## src/rtl/alu_share_arbiter.sv

```systemverilog
// Arbitrates two requesters onto the shared 8-bit ALU; ALU_ARB_RR_EN selects round robin over fixed priority.
// Latency: accept at edge T, operands registered after T, response registered after T+1.
// Backpressure: no request is accepted while a response waits on rsp_ready.
module alu_share_arbiter (
  input  logic       clk,
  input  logic       rst,
  input  logic       req0_valid,
  output logic       req0_ready,
  input  logic [7:0] req0_a,
  input  logic [7:0] req0_b,
  input  logic [2:0] req0_op,
  input  logic       req1_valid,
  output logic       req1_ready,
  input  logic [7:0] req1_a,
  input  logic [7:0] req1_b,
  input  logic [2:0] req1_op,
  output logic [7:0] alu_a,
  output logic [7:0] alu_b,
  output logic [2:0] alu_op,
  input  logic [7:0] alu_y,
  input  logic       alu_c,
  input  logic       alu_z,
  input  logic       alu_n,
  input  logic       alu_v,
  output logic       rsp_valid,
  input  logic       rsp_ready,
  output logic       rsp_id,
  output logic [7:0] rsp_y,
  output logic       rsp_c,
  output logic       rsp_z,
  output logic       rsp_n,
  output logic       rsp_v
);

  typedef enum logic [1:0] {IDLE = 2'd0, EXEC = 2'd1, RESP = 2'd2} state_t;

  state_t state, state_nxt;
  logic   can_accept;
  logic   pick1;
  logic   hs;

`ifdef ALU_ARB_RR_EN
  // Remembers the last granted port; starts at 1 so port 0 wins first.
  logic last_grant;

  always_ff @(posedge clk or posedge rst) begin
    if (rst) last_grant <= 1'b1;
    else if (hs) last_grant <= pick1;
  end

  assign pick1 = req1_valid & (~req0_valid | ~last_grant);
`else
  assign pick1 = req1_valid & ~req0_valid;
`endif

  assign can_accept = ~rst & ((state == IDLE) | ((state == RESP) & rsp_ready));
  assign req0_ready = can_accept & req0_valid & ~pick1;
  assign req1_ready = can_accept & pick1;
  assign hs         = req0_ready | req1_ready;

  always_ff @(posedge clk or posedge rst) begin
    if (rst) state <= IDLE;
    else     state <= state_nxt;
  end

  always_comb begin
    state_nxt = state;
    case (state)
      IDLE:    if (hs) state_nxt = EXEC;
      EXEC:    state_nxt = RESP;
      RESP:    if (rsp_ready) state_nxt = hs ? EXEC : IDLE;
      default: state_nxt = IDLE;
    endcase
  end

  always_ff @(posedge clk or posedge rst) begin
    if (rst) begin
      alu_a     <= 8'h00;
      alu_b     <= 8'h00;
      alu_op    <= 3'd0;
      rsp_id    <= 1'b0;
      rsp_valid <= 1'b0;
      rsp_y     <= 8'h00;
      rsp_c     <= 1'b0;
      rsp_z     <= 1'b0;
      rsp_n     <= 1'b0;
      rsp_v     <= 1'b0;
    end else begin
      if (hs) begin
        alu_a  <= pick1 ? req1_a  : req0_a;
        alu_b  <= pick1 ? req1_b  : req0_b;
        alu_op <= pick1 ? req1_op : req0_op;
        rsp_id <= pick1;
      end
      if (state == EXEC) begin
        rsp_valid <= 1'b1;
        rsp_y     <= alu_y;
        rsp_c     <= alu_c;
        rsp_z     <= alu_z;
        rsp_n     <= alu_n;
        rsp_v     <= alu_v;
      end else if ((state == RESP) && rsp_ready) begin
        rsp_valid <= 1'b0;
      end
    end
  end

endmodule

```

## config.mk

```make
export PLATFORM = sky130hd
export DESIGN_NAME = alu_share_arbiter
export DESIGN_NICKNAME = d
export VERILOG_FILES = /design/src/rtl/alu_share_arbiter.sv
export SDC_FILE = /design/constraint.sdc
export NUM_CORES = 1
export LEC_CHECK = 0
export CELL_PAD_IN_SITES_DETAIL_PLACEMENT = 0
export CELL_PAD_IN_SITES_GLOBAL_PLACEMENT = 1
export CORE_MARGIN = 2
export CORE_UTILIZATION = 28
export CTS_CLUSTER_SIZE = 12
export DETAILED_ROUTE_END_ITERATION = 6
export GPL_TIMING_DRIVEN = 0
export PLACE_DENSITY_LB_ADDON = 0.1
export SYNTH_ARGS = -nofsm -noshare
export SYNTH_HDL_FRONTEND = slang
export SYNTH_SLANG_ARGS = --single-unit
```

## constraint.sdc

```tcl
create_clock -name clk -period 1.4 [get_ports clk]
set_input_delay 0.42 -clock clk [delete_from_list [all_inputs] [get_ports clk]]
set_output_delay 0.42 -clock clk [all_outputs]
set_load 0.01 [all_outputs]
```

==> results.md, run 1 <==
STA:
- Subtracting the final worst setup slack from the clock period gives 1.65 ns.
- Setup violations remaining at the end of the flow were counted as 21.
- The max-slew violation count is 0.
- The number of endpoints with negative hold slack in the final report is 0.
- The final critical-path setup slack is -0.253 ns.
- The relative slew slack is 56.7%.
- The clock arrives with 0.00499 ns of skew.
- The maximum clock frequency is 605 MHz.
- The final worst-path cycle share is 118%.
- Across all hold checks on the routed design, the worst slack comes to 0.456 ns.
- At the pin with the least slew margin, the transition time is 0.648 ns.
- Setup repair after global routing could not meet its margin everywhere.

Final layout:
- Relative to the synthesized area, the layout overhead comes to 79.7%.
- The final layout contains 273 nets.
- Measured on the finished design, the core utilization comes to 52.3%.
- The count of antenna diodes in the layout is 0.
- The post-layout instance area is 3090 um^2.
- Cells with a size suffix above 1 make up 42.5% of the layout.
- The count of non-filler cells in the finished layout is 294.

Setup path:
- STA classifies the critical path endpoint as a primary output.
- Along the worst path, the maximum fanout reaches 3.
- The data arrival time of the critical path is 1.23 ns.
- The data required time at the worst endpoint is 0.98 ns.
- The kind of start point of the critical path is an input pin.
- The setup path with the least slack is of type input pin to primary output.

Logic synthesis:
- The mapped cell area is 1720 um^2.
- After synthesis, the largest family of logic cells by area is multiplexers.
- Counting every net in the synthesized netlist gives 160.
- The sequential area share after synthesis is 50.9%.
- After Yosys synthesis, full adders, half adders and majority gates account for 0% of the synthesized area.
- The gate count of the mapped netlist is 105.
- The count of different cell masters after synthesis is 16.
- The synthesized netlist devotes 3.49% of its cell area to simple gates.
- The post-synthesis area per instance is 16.4 um^2.
- The xor/xnor share of the synthesized area is 0%.
- The synthesized design contains 35 register bits.
- The mux cell area share after synthesis is 41.0%.
- The count of synthesis-stage warnings from yosys is 0.
- The synthesized netlist devotes 1.60% of its cell area to compound gates.

Floorplan:
- For this configuration, the core starts out at a cell density of 29.1%.
- The region available for standard cell placement spans 5920 um^2.
- The die boundary width is 82.4 um.
- In this run the count of I/O pins placed on the die edge is 90.
- Row generation in the floorplan step produced 28 rows.
- The die outline height is 82.4 um.
- The full die area is 6790 um^2.

Clock tree:
- Counting every sink on the clock net gives 35.
- In this run the deepest clock path goes through 2 buffers.
- The tree is rooted in a sky130_fd_sc_hd__clkbuf_8.
- TritonCTS created 5 clock buffers.
- The clock slew seen by the registers of the worst setup and hold paths is 0.07 ns.
- The insertion delay of the later-clocked pin in the worst-skew pair is 0.28 ns.
- The number of hold buffers added after CTS was 0.
- The H-tree was split into 2 levels.
- TritonCTS built the clock tree.

GRT:
- Global routing finished with a remaining overflow of 0.
- The number of antenna violations at the first check in global routing was 0.
- The first-pass GRT wire length is 6430 um.
- Entering global routing, the biggest net connects 22 pins.
- The number of global-route vias before repair came to 1338.
- For this run, the total global-route usage over all layers was measured as 13.0%.

Status:
- The checks that failed: setup timing.
- The flow ran to the end, but the final reports show violations.

Placed design:
- The routability congestion estimate is 0.616.
- The HPWL reported at the end of detailed placement is 2960 um.
- In this run the cell area measured after placement is 2750 um^2.
- The post-placement cell count is 270.
- The count of buffers added on input and output ports is 89.

Routing:
- In this run the remaining antenna-violating nets after routing total 0.
- The via count is 1253.
- The iteration count of the initial detailed-routing pass is 4.
- The vias per cell is 4.26.
- Dividing the detail-routed wire length by the instance count gives 14.3 um.
- For this run, design rule violations remaining after detail routing come to 0.
- After the first detailed-routing iteration, the DRC count stood at 20.
- The routed wire length is 4220 um.

Power:
- In this run the static leakage power is 1.41 nW.
- The power after layout is 3.96 mW.
- The worst voltage drop across the vdd grid is 592 uV.
- The power density over the cells is 1280 nW/um^2.

Flow run:
- Across the run, the number of max-cap violations was 0.

Hold path:
- The type of the most critical hold path is input pin to async pin.
## final timing paths
check | slack [ns] | endpoint | cells after the start | from
max | -0.25 | req1_ready | 5 | req0_valid
min | 0.46 | rsp_y[0]$_DFFE_PP0P_ | 2 | rst
max reg2reg | -0.13 | alu_op[0]$_DFFE_PP0P_ | 6 | state[0]$_DFFE_PP0P_
min reg2reg | 0.51 | rsp_y[7]$_DFFE_PP0P_ | 1 | rsp_y[7]$_DFFE_PP0P_
max in group asynchronous | 0.41 | alu_a[4]$_DFFE_PP0P_ | 3 | rst
min in group clk | 0.47 | rsp_id$_DFFE_PP0P_ | 3 | req1_valid
## placed cells by master (no fill, tap or decap), types with 3 or more instances in the layout
master	synthesis	routed
sky130_fd_sc_hd__buf_8	0	3
sky130_fd_sc_hd__buf_12	0	3
sky130_fd_sc_hd__clkdlybuf4s15_1	0	33
sky130_fd_sc_hd__clkdlybuf4s50_1	0	50
sky130_fd_sc_hd__buf_6	2	4
sky130_fd_sc_hd__mux2_2	12	12
sky130_fd_sc_hd__mux2_4	38	38
sky130_fd_sc_hd__clkbuf_8	0	6
sky130_fd_sc_hd__buf_4	3	12
sky130_fd_sc_hd__dfrtp_1	35	33
## cells by family after synthesis
logic type	after synthesis
AND/OR/NAND/NOR	9
buffers and inverters	7
flip-flops	35
AO/OA/AOI/OAI	4
multiplexers	50
## sequential cells by signal, indices dropped and copies added, names as in the netlist
signal,cells
state,2
rsp_y,8
rsp_v,1
rsp_valid,1
alu_a,8
rsp_c,1
alu_b,8
rsp_id,1
rsp_n,1
alu_op,3
rsp_z,1
## area by class of cell
class | instances | area (um^2)
Multi-Input combinational cell | 63 | 843
Buffer | 4 | 66.3
Clock buffer | 6 | 82.6
Inverter | 2 | 7.51
Timing Repair Buffer | 107 | 1090
Fill cell | 509 | 2830
Clock inverter | 2 | 35.0
Tap cell | 75 | 93.8
Sequential cell | 35 | 878
## critical path: stages
cell                       delay (ns)
sky130_fd_sc_hd__buf_8           0.10
sky130_fd_sc_hd__nand2b_4        0.14
sky130_fd_sc_hd__buf_12          0.12
sky130_fd_sc_hd__nor4b_4         0.26
sky130_fd_sc_hd__buf_2           0.18
## metal layers
| layer | GRT usage (%) | routed length (um) | part of all wire, % | vias up |
|---|---|---|---|---|
| li1 | - | - | - | 598 |
| met1 | 15.0 | 1700 | 40 | 602 |
| met2 | 22.7 | 2210 | 52 | 49 |
| met3 | 4.24 | 270 | 6.4 | 4 |
| met4 | 4.00 | 40 | 0.95 | 0 |
| met5 | 0 | 0 | 0 | - |
## power breakdown
group	internal, mW	switching, mW	total (mW)
clock network	0.576	0.369	0.946
registers	1.32	0.171	1.49
logic	1.01	0.516	1.52
## through the flow
step                TNS (ns)  worst slack, ns
CTS                    -2.54           -0.232
global placement      -38.79            -1.02
finish                 -2.23           -0.253
floorplan                  0           0.0258
global route           -3.26           -0.280
detailed placement    -18.41            -1.04
## Yosys cell counts
cell type,count,share of area [%]
sky130_fd_sc_hd__mux2_4,38,33
sky130_fd_sc_hd__nand2b_4,1,0.80
sky130_fd_sc_hd__and3_1,1,0.36
sky130_fd_sc_hd__o211a_1,1,0.58
sky130_fd_sc_hd__dfrtp_1,35,51
sky130_fd_sc_hd__nor2b_1,1,0.36
sky130_fd_sc_hd__inv_1,2,0.44
sky130_fd_sc_hd__nand2b_1,1,0.36
sky130_fd_sc_hd__buf_4,3,1.3
sky130_fd_sc_hd__mux2_2,12,7.8
sky130_fd_sc_hd__nor2_1,3,0.65
sky130_fd_sc_hd__nor4b_1,1,0.51
sky130_fd_sc_hd__a31oi_1,2,0.73
sky130_fd_sc_hd__buf_6,2,1.3
sky130_fd_sc_hd__o21ai_0,1,0.29
sky130_fd_sc_hd__nand3b_1,1,0.44
## timing repair
item | 4_1_cts | 5_1_grt
setup endpoints to repair | 63 | 61
setup buffers | 7 | 8
cloned | 2 | 1
gates resized for setup | 75 | 37
pin swaps | 2 | 3
Note: power is estimated with default switching activity, not from simulation.
==> run 2: changes to the inputs <==
==> constraint.sdc (replaced) <==
create_clock -name clk -period 1.5 [get_ports clk]
set_input_delay 0.45 -clock clk [delete_from_list [all_inputs] [get_ports clk]]
set_output_delay 0.45 -clock clk [all_outputs]
set_load 0.005 [all_outputs]
==> run 2 against run 1 <==
  * The flow still finishes with violations (setup timing)
  * Largest cell class unchanged
  * Clock power grew 7%
  * Clock skew grew 0.0012 ns
  * Critical path depth shrank 1
  * Worst hold slack lost 0.015 ns
  * Die area is the same
  * Design area shrank 4.2%
  * Power shrank 9.0%
  * Critical endpoint unchanged
  * Utilization shrank 2.2 points
  * Sequential power shrank 8%
  * Non-clock buffer count shrank 8
==> results.md, run 2 (synthesis results as in run 1) <==
Status:
- The run finished, with violations left.
- The final reports fail on setup timing.

STA:
- The slew at the pin closest to its max-slew limit is 0.771 ns (+0.122 ns).
- The maximum clock frequency is 632 MHz.
- The max-slew violation count is 0 (unchanged).
- The total of endpoints with negative setup slack in the final report is 2 (-90%).
- In the finished design, the share of the clock period the worst path needs comes to 105%.
- Setup repair after global routing could not meet its margin everywhere.
- After layout, the minimum clock period comes to 1.58 ns.
- The number of endpoints with negative hold slack in the final report is 0 (unchanged).
- The final critical-path setup slack was -0.0825 ns (+0.171 ns).
- The setup skew after layout came to 0.00623 ns (+0.00124 ns).
- The relative slew slack came to 48.5% (-8.2 points).

Final layout:
- The count of antenna diodes in the layout is 0 (unchanged).
- The footprint of the flip-flops and latches is 878 um^2 (unchanged).
- The most frequent standard cell in the layout excluding fill and tap cells is sky130_fd_sc_hd__clkdlybuf4s50_1.
- The library cells used most frequently in the layout, excluding fill and tap cells, are 50 x sky130_fd_sc_hd__clkdlybuf4s50_1, 38 x sky130_fd_sc_hd__mux2_4, 33 x sky130_fd_sc_hd__dfrtp_1, 33 x sky130_fd_sc_hd__dlygate4sd2_1, 12 x sky130_fd_sc_hd__mux2_2.
- The final standard cell utilization of the core is 50.1% (-2.2 points).
- The share of final-layout standard cells stronger than drive strength 1 is 41.2% (-1.2 points).
- The area growth from synthesis to layout is 72.2%.
- The final net count is 265 (-2.9%).
- The count of non-filler cells in the finished layout is 286 (-2.7%).
- The area of the multi-input gates is 838 um^2 (-0.59%).
- In the final layout, the registers with the most flip-flops are alu_a x8, alu_b x8, rsp_y x8.
- The fill cell instance count of the final layout is 523 (+2.8%).

Setup path:
- The depth of the worst register-to-register path is 5 (-1).
- The data arrival time of the critical path was 1.13 ns (-0.10 ns).
- The data required time at the worst endpoint is 1.05 ns (+0.07 ns).
- The slack of the worst reg-to-reg path was 0.02 ns (+0.15 ns).
- The largest driver fanout on the critical path is 3 (unchanged).
- The worst setup path is launched from an input pin.
- The worst setup path is of the input pin to primary output kind.
- In this run the worst setup path begins at req0_valid.
- The end point of the critical path is req1_ready.
- The startpoint of the worst-slack reg-to-reg timing path is state[0]$_DFFE_PP0P_.
- STA classifies the critical path endpoint as a primary output.
- The worst flop-to-flop path endpoint is alu_b[3]$_DFFE_PP0P_.

Floorplan:
- The die outline height is 82.4 um (unchanged).
- The starting density of the core is 29.1% (unchanged).
- The die boundary width is 82.4 um (unchanged).
- The full die area is 6790 um^2 (unchanged).
- The number of cell rows is 28 (unchanged).
- The number of I/O pins is 90 (unchanged).
- The core footprint is 5920 um^2 (unchanged).

GRT:
- The largest net degree at the start of global routing came to 36 (+64%).
- The number of antenna violations at the first check in global routing is 0 (unchanged).
- The overall fraction of global-route tracks in use was 12.3% (-0.66 points).
- The number of global-route vias before repair is 1396 (+4.3%).
- The first-pass GRT wire length came to 6220 um (-3.3%).
- The sum of overflow across all layers after global routing came to 0 (unchanged).

Power:
- The portion of total power attributed to sequential cells is 38.1% (+0.5 points).
- The leakage power was 1.37 nW (-2.6%).
- The portion of total power attributed to the clock network is 28.0% (+4.1 points).
- The power density over the cells is 1210 nW/um^2 (-5.1%).
- The cell internal power dissipation is 2.74 mW (-5.3%).
- The worst voltage drop across the vdd grid is 672 uV (+13%).
- The net switching power of the design is 0.855 mW (-19%).
- The power after layout was 3.60 mW (-9.0%).
- The share of power burned in combinational logic is 33.9% (-4.6 points).
- The switching share of power came to 23.8% (-3.0 points).

Clock tree:
- The clock slew seen by the registers of the worst setup and hold paths came to 0.08 ns (about the same).
- The insertion delay of the later-clocked pin in the worst-skew pair is 0.28 ns (about the same).
- Clock tree synthesis selected as its root buffer the cell sky130_fd_sc_hd__clkbuf_8.
- The hold buffer count at CTS was 0 (unchanged).
- The number of buffers added by the clock tree synthesis step is 5 (unchanged).
- TritonCTS built the clock tree.
- The TritonCTS sink count is 35 (unchanged).
- The number of buffers on the longest clock path is 2 (unchanged).
- The maximum level of the CTS H-tree is 2 (unchanged).

Placed design:
- The routability congestion estimate is 0.601 (-2.4%).
- The HPWL reported at the end of detailed placement is 2930 um (-1.0%).
- The number of buffers added on ports is 89 (unchanged).
- The post-placement cell count came to 269 (-0.37%).
- The setup slack at placement is -1.03 ns (+0.00885 ns).

Routing:
- The number of nets with antenna violations after routing was 0 (unchanged).
- The vias per cell is 4.27 (+0.25%).
- The iteration-0 DRC count of the detailed router is 27 (+35%).
- The via count came to 1222 (-2.5%).
- The iteration count of the initial detailed-routing pass came to 4 (unchanged).
- The average wire per cell in the routed design is 14.0 um (-2.6%).
- The routed wire length came to 3990 um (-5.3%).
- The number of remaining DRC errors is 0 (unchanged).

Flow run:
- The number of maximum-capacitance constraint violations is 0 (unchanged).

Hold path:
- The type of the most critical hold path is input pin to async pin.
[run 2: critical path, stage by stage]
cell	delay [ns]
sky130_fd_sc_hd__buf_4	0.12
sky130_fd_sc_hd__nand2b_4	0.15
sky130_fd_sc_hd__nor4b_4	0.25
sky130_fd_sc_hd__buf_2	0.15
[run 2: layout make-up]
type                       count  share of cell area (%)
timing repair buffer          99                    32.0
multi-input combinational     63                    28.3
buffer                         4                    1.94
clock inverter                 3                    2.28
sequential                    35                    29.6
tap                           75                    3.16
clock buffer                   5                    2.32
inverter                       2                   0.380
[run 2: through the flow]
stage | setup TNS [ns] | hold WS (ns) | instance area [um^2]
floorplan | 0 | 0.486 | 1720
CTS | -0.220 | 0.457 | 2900
global placement | -32.06 | 0.482 | 2710
finish | -0.152 | 0.440 | 2970
detailed placement | -33.50 | 0.490 | 2710
global route | -0.463 | 0.477 | 2970
[run 2: repair_timing]
item / 4_1_cts / 5_1_grt
gates cloned: 0 / 2
endpoints found under the setup margin: 89 / 29
pin swaps: 2 / 2
resized for setup: 68 / 7
buffers inserted: 7 / 1
[run 2: power groups by stage]
stage / registers (mW) / logic [mW] / clock network, mW
6_report: 1.37 / 1.22 / 1.01
5_1_grt: 1.41 / 1.32 / 1.08
4_1_cts: 1.38 / 1.19 / 1.04
3_5_place_dp: 1.40 / 1.32 / 0
3_3_place_gp: 1.39 / 1.30 / 0
2_1_floorplan: 1.41 / 0.511 / 0
[run 2: metal layers]
metal / part of all wire [%] / vias up / wire (um) / GRT usage [%]
met5: 0 / - / 0 / 0
met1: 37 / 582 / 1490 / 12.0
met3: 7.2 / 8 / 288 / 4.13
met2: 53 / 49 / 2120 / 23.1
li1: - / 583 / - / -
met4: 2.2 / 0 / 89 / 5.83
[run 2: worst min-delay path by stage]
stage / from / endpoint / slack, ns / cells past startpoint
5_1_grt: rsp_ready / rsp_valid$_DFFE_PP0P_ / 0.48 / 2
4_1_cts: rst / alu_a[1]$_DFFE_PP0P_ / 0.46 / 2
3_5_place_dp: alu_a[4]$_DFFE_PP0P_ / alu_a[4]$_DFFE_PP0P_ / 0.49 / 1
3_3_place_gp: rsp_id$_DFFE_PP0P_ / rsp_id$_DFFE_PP0P_ / 0.48 / 2
2_1_floorplan: rsp_id$_DFFE_PP0P_ / rsp_id$_DFFE_PP0P_ / 0.49 / 2
6_report: rst / rsp_valid$_DFFE_PP0P_ / 0.44 / 2
==> edit 1, RTL diff (config.mk and constraints of run 2) <==
The option `ALU_ARB_RR_EN` is turned on by a define.
--- a/src/rtl/alu_share_arbiter.sv
+++ b/src/rtl/alu_share_arbiter.sv
@@ -1,6 +1,8 @@
 // Arbitrates two requesters onto the shared 8-bit ALU; ALU_ARB_RR_EN selects round robin over fixed priority.
 // Latency: accept at edge T, operands registered after T, response registered after T+1.
 // Backpressure: no request is accepted while a response waits on rsp_ready.
+`define ALU_ARB_RR_EN
+
 module alu_share_arbiter (
   input  logic       clk,
   input  logic       rst,
Check against the original RTL: not equivalent (Yosys sat finds a counterexample within 4 cycles, from zero or initial values and one cycle with rst high).
==> edit 1 against run 2 <==
  * The flow still finishes with violations (setup timing)
  * Setup slack worse by 0.042 ns
  * Non-clock buffer count up 8
  * Sequential cell count up 1
  * Final area down 7.1%
  * Synthesized cell count up 13%
  * Count of clock-buffer cells in the layout up 3
  * Area after synthesis down 7.6%
  * Via count up 18%
  * Critical path depth up 1
  * Register-to-register slack better by 0.08 ns
  * Maximum frequency down 2.6%
  * Wire length up 21%
  * Total power down 4.5%
  * Critical path type unchanged
  * Largest power group unchanged
==> edit 1: results (changes against run 2) <==
The run gives 281 (was 269) as the cell total after placement. Failing checks: setup timing (unchanged). The global-route track usage on met1 was 19.2% (was 12.0%). The met2 demand-to-capacity share in global routing is 27.0% (was 23.1%), and the multiplexer share of the synthesized area is 8.49% (was 41.0%).

Largest fanout on the critical path: 2 (was 3). The setup slack of the critical path after layout was -0.125 ns (was -0.0825 ns); the average detailed-routed wire length per instance was 16.2 um (was 14.0 um). The run gives 23 (was 16) as the number of unique standard cell types used by synthesis. The run finished, with violations left. The maximum number of pins on one net before global-route repair was 24 (was 36); the switching power was 0.000972 W (was 0.000855 W). For the cell area after placement, the log shows 2600 um^2 (was 2710 um^2).

The logs give 15.9% (was 12.3%) for the all-layer global routing usage and 2 (unchanged) for the count of endpoints failing setup in the final report. The share of total power consumed by net switching was 28.3% (was 23.8%); the first-iteration detailed-routing DRC count was 61 (was 27). The post-cts repair resize count was 55 (was 68). Top cell types by occurrence after synthesis: 35 x dfrtp_1, 19 x a2bb2oi_1, 19 x o32ai_1, 12 x mux2_2, 7 x buf_2 (was 38 x mux2_4, 35 x dfrtp_1, 12 x mux2_2, 3 x buf_4, 3 x nor2_1).

The total via count after detailed routing is 1437 (was 1222). The tools report the met3 layer wire length in the routed design as 322 um (was 288 um). The tools report the number of nets produced by synthesis as 174 (was 160). The tools report the via count of the first global-routing pass as 1540 (was 1396). The total negative slack came out at -0.229 ns (was -0.152 ns). The critical path's largest stage delay works out to 0.22 ns (was 0.25 ns). The pre-CTS worst setup slack is -0.974 ns (was -1.03 ns).
-- edit 1: cell types whose count changed after synthesis, moves of 2 or more --
cell	before	now
a31oi_1	2	4
a2bb2oi_1	0	19
buf_4	3	1
o32ai_1	0	19
mux2_4	38	0
buf_2	0	7
-- edit 1: final timing paths --
kind                            cells past startpoint  slack (ns)    endpoint        from
worst max-delay path                                5       -0.12  req0_ready         rst
worst min-delay path                                2        0.39   alu_op[2]         rst
worst max register to register                      6        0.10    alu_b[4]    state[0]
worst min register to register                      1        0.50    rsp_y[1]    rsp_y[1]
max in group asynchronous                           3        0.50  last_grant         rst
min in group clk                                    2        0.41  last_grant  req0_valid
-- edit 1: area by class of cell --
cell class	count	area [um^2]	share of cell area, %
plain buffers	9	75.1	2.73
clock buffers	8	90.1	3.27
inverters	3	11.3	0.409
multi-input cells	69	632	22.9
flip-flops and latches	36	903	32.8
well taps	72	90.1	3.27
repair buffers	102	952	34.6
==> edit 2, RTL diff (config.mk and constraints of run 2) <==
Made on the original files. Encoding of `state_t`: now one-hot (3 bits for 3 states).
--- a/src/rtl/alu_share_arbiter.sv
+++ b/src/rtl/alu_share_arbiter.sv
@@ -32,7 +32,7 @@
   output logic       rsp_v
 );
 
-  typedef enum logic [1:0] {IDLE = 2'd0, EXEC = 2'd1, RESP = 2'd2} state_t;
+  typedef enum logic [2:0] {IDLE = 3'b001, EXEC = 3'b010, RESP = 3'b100} state_t;
 
   state_t state, state_nxt;
   logic   can_accept;
Function: no difference found for any inputs over 10 cycles, from zero or initial values and one cycle with rst high; not proved beyond that.
==> edit 2 against run 2 <==
  * The run still ends with setup timing left
  * Setup slack lost 0.57 ns
  * Utilization grew 3.7 points
  * Final area shrank 0.13%
  * Critical path depth grew 2
  * Die area shrank 6.9%
  * Count of clock-buffer cells in the layout grew 3
  * Area after synthesis shrank 7.2%
  * Sequential cell count grew 1
  * Wire length grew 25%
  * Total power grew 24%
  * Sequential share of layout area grew 0.84 points
  * Synthesized cell count grew 18%
  * First-iteration DRC count grew 11%
  * Critical endpoint unchanged
  * Largest cell class unchanged
  * Largest power group is now combinational logic
  * Highest routed layer unchanged
==> edit 2: results (changes against run 2) <==
The arrival time at the worst endpoint is 1.70 ns (was 1.13 ns). The post-route worst hold slack was 0.488 ns (was 0.440 ns). The tools report the setup slack of the critical path after layout as -0.651 ns (was -0.0825 ns). The setup skew after layout was 0.00469 ns (was 0.00623 ns). The first-iteration detailed-routing DRC count is 30 (was 27), and the post-route DRC violation count is 0 (unchanged). The post-layout net count was 302 (was 265). The maximum number of pins on one net before global-route repair was 37 (was 36); the worst voltage drop across the vdd grid was 657 uV (was 672 uV).

The floorplan die width is 79.5 um (was 82.4 um), and the average detailed-routed wire length per instance is 15.6 um (was 14.0 um). The largest fanout on the critical path came out at 2 (was 3). Top cell types by occurrence after synthesis: 35 x dfrtp_1, 13 x a22oi_1, 13 x o2bb2ai_1, 12 x mux2_2 (was 38 x mux2_4, 35 x dfrtp_1, 12 x mux2_2, 3 x buf_4, 3 x nor2_1). The number of buffers inserted by port buffering is 88 (was 89), and the all-layer global routing usage is 16.6% (was 12.3%). The pre-CTS worst setup slack is -1.20 ns (was -1.03 ns).

Fraction of the yosys area taken by sequential cells: 56.5% (was 50.9%). The number of vias per cell after detailed routing was 4.83 (was 4.27). The layout cell share with drive strength beyond 1 was 30.2% (was 41.2%). Largest cells by area after synthesis: dfrtp_1 55%, mux2_2 8.5%, o2bb2ai_1 7.1% (was dfrtp_1 51%, mux2_4 33%, mux2_2 7.8%). The worst slew margin relative to its limit is 47.6% (was 48.5%), and the total negative slack is -3.39 ns (was -0.152 ns).

The logs give 6 (was 4) for the first-pass iteration count of the detailed router and 18 (was 2) for the count of endpoints failing setup in the final report. The logs give 0.00314 W (was 0.00274 W) for the internal power and 3480 um (was 2930 um) for the half-perimeter wire length after detailed placement. The flow ran to the end, but the final reports show violations. Failing checks: setup timing (unchanged).

The number of nets produced by synthesis was 179 (was 160). The tools report the via count of the first global-routing pass as 1656 (was 1396). For the leakage power of the design, the log shows 1.30 nW (was 1.37 nW).
==> edit 2: cell count changes after synthesis, moves of 2 or more <==
cell       delta
mux2_4       -38
o221a_1       +6
buf_6         -2
a21oi_1       +5
o2bb2ai_1    +13
o32a_1        +6
clkbuf_1      +2
a31oi_1       -2
nand2_1       +2
buf_2         +3
inv_1         +2
a22oi_1      +13
==> edit 2: layout make-up <==
class,count,area [um^2]
plain buffers,8,66.3
clock buffers,8,90.1
fillers,487,2540
inverters,4,18.8
multi-input cells,76,717
flip-flops and latches,36,902
well taps,72,90.1
repair buffers,116,1080
==> edit 2: logic make-up after synthesis <==
| family | Yosys count | share of synthesized area (%) |
|---|---|---|
| AOI/OAI and AO/OA | 48 | 24.7 |
| DFF | 36 | 56.5 |
| and+or+nand+nor | 16 | 6.58 |
| muxes | 12 | 8.46 |
| buffers and inverters | 12 | 3.76 |
==> edit 2: timing repair <==
action | CTS | global route
gates cloned | 1 | 0
gates resized for setup | 72 | 3
endpoints found under the setup margin | 97 | 20
hold buffers | 0 | 0
buffers inserted | 24 | 3
pin swaps | 4 | 5
endpoints found under the hold margin | 0 | 0
==> edit 2: critical path, cell delays in order, from the launching register on <==
cell,delay [ns]
dfstp_2,0.54
and3b_2,0.21
o21a_1,0.19
buf_6,0.13
buf_6,0.10
and2_1,0.12
buf_2,0.13
==> edit 2: power by group through the flow <==
stage | registers, W | logic (W) | clock network, W
floorplan | 0.00172 | 0.000657 | 0
global placement | 0.00168 | 0.00184 | 0
detailed placement | 0.00171 | 0.00187 | 0
CTS | 0.00166 | 0.00207 | 0.000742
global route | 0.00173 | 0.00227 | 0.000780
finish | 0.00166 | 0.00209 | 0.000718
==> edit 2: path summary, 6_finish.rpt <==
check,depth (start not counted),startpoint,endpoint
min in group clk,1,alu_a[5],alu_a[5]
worst max-delay path,6,state[0],req1_ready
worst max register to register,9,state[0],alu_b[3]
worst min register to register,1,alu_a[5],alu_a[5]
max in group asynchronous,2,rst,alu_b[6]
worst min-delay path,2,rst,rsp_id
==> edit 2: metal layers <==
layer | track usage (%) | part of all wire [%] | up-vias
li1 | - | - | 729
met1 | 20.3 | 42 | 759
met2 | 28.2 | 52 | 48
met3 | 4.75 | 5.3 | 8
met4 | 5.34 | 1.3 | 0
met5 | 0 | 0 | -
==> edit 2: per-stage QoR <==
| step | std cells | cell area (um^2) |
|---|---|---|
| final | 320 | 2960 |
| after global placement | 284 | 2570 |
| after CTS | 317 | 2920 |
| after global routing | 320 | 2960 |
| after floorplan | 124 | 1600 |
| after detailed placement | 284 | 2570 |
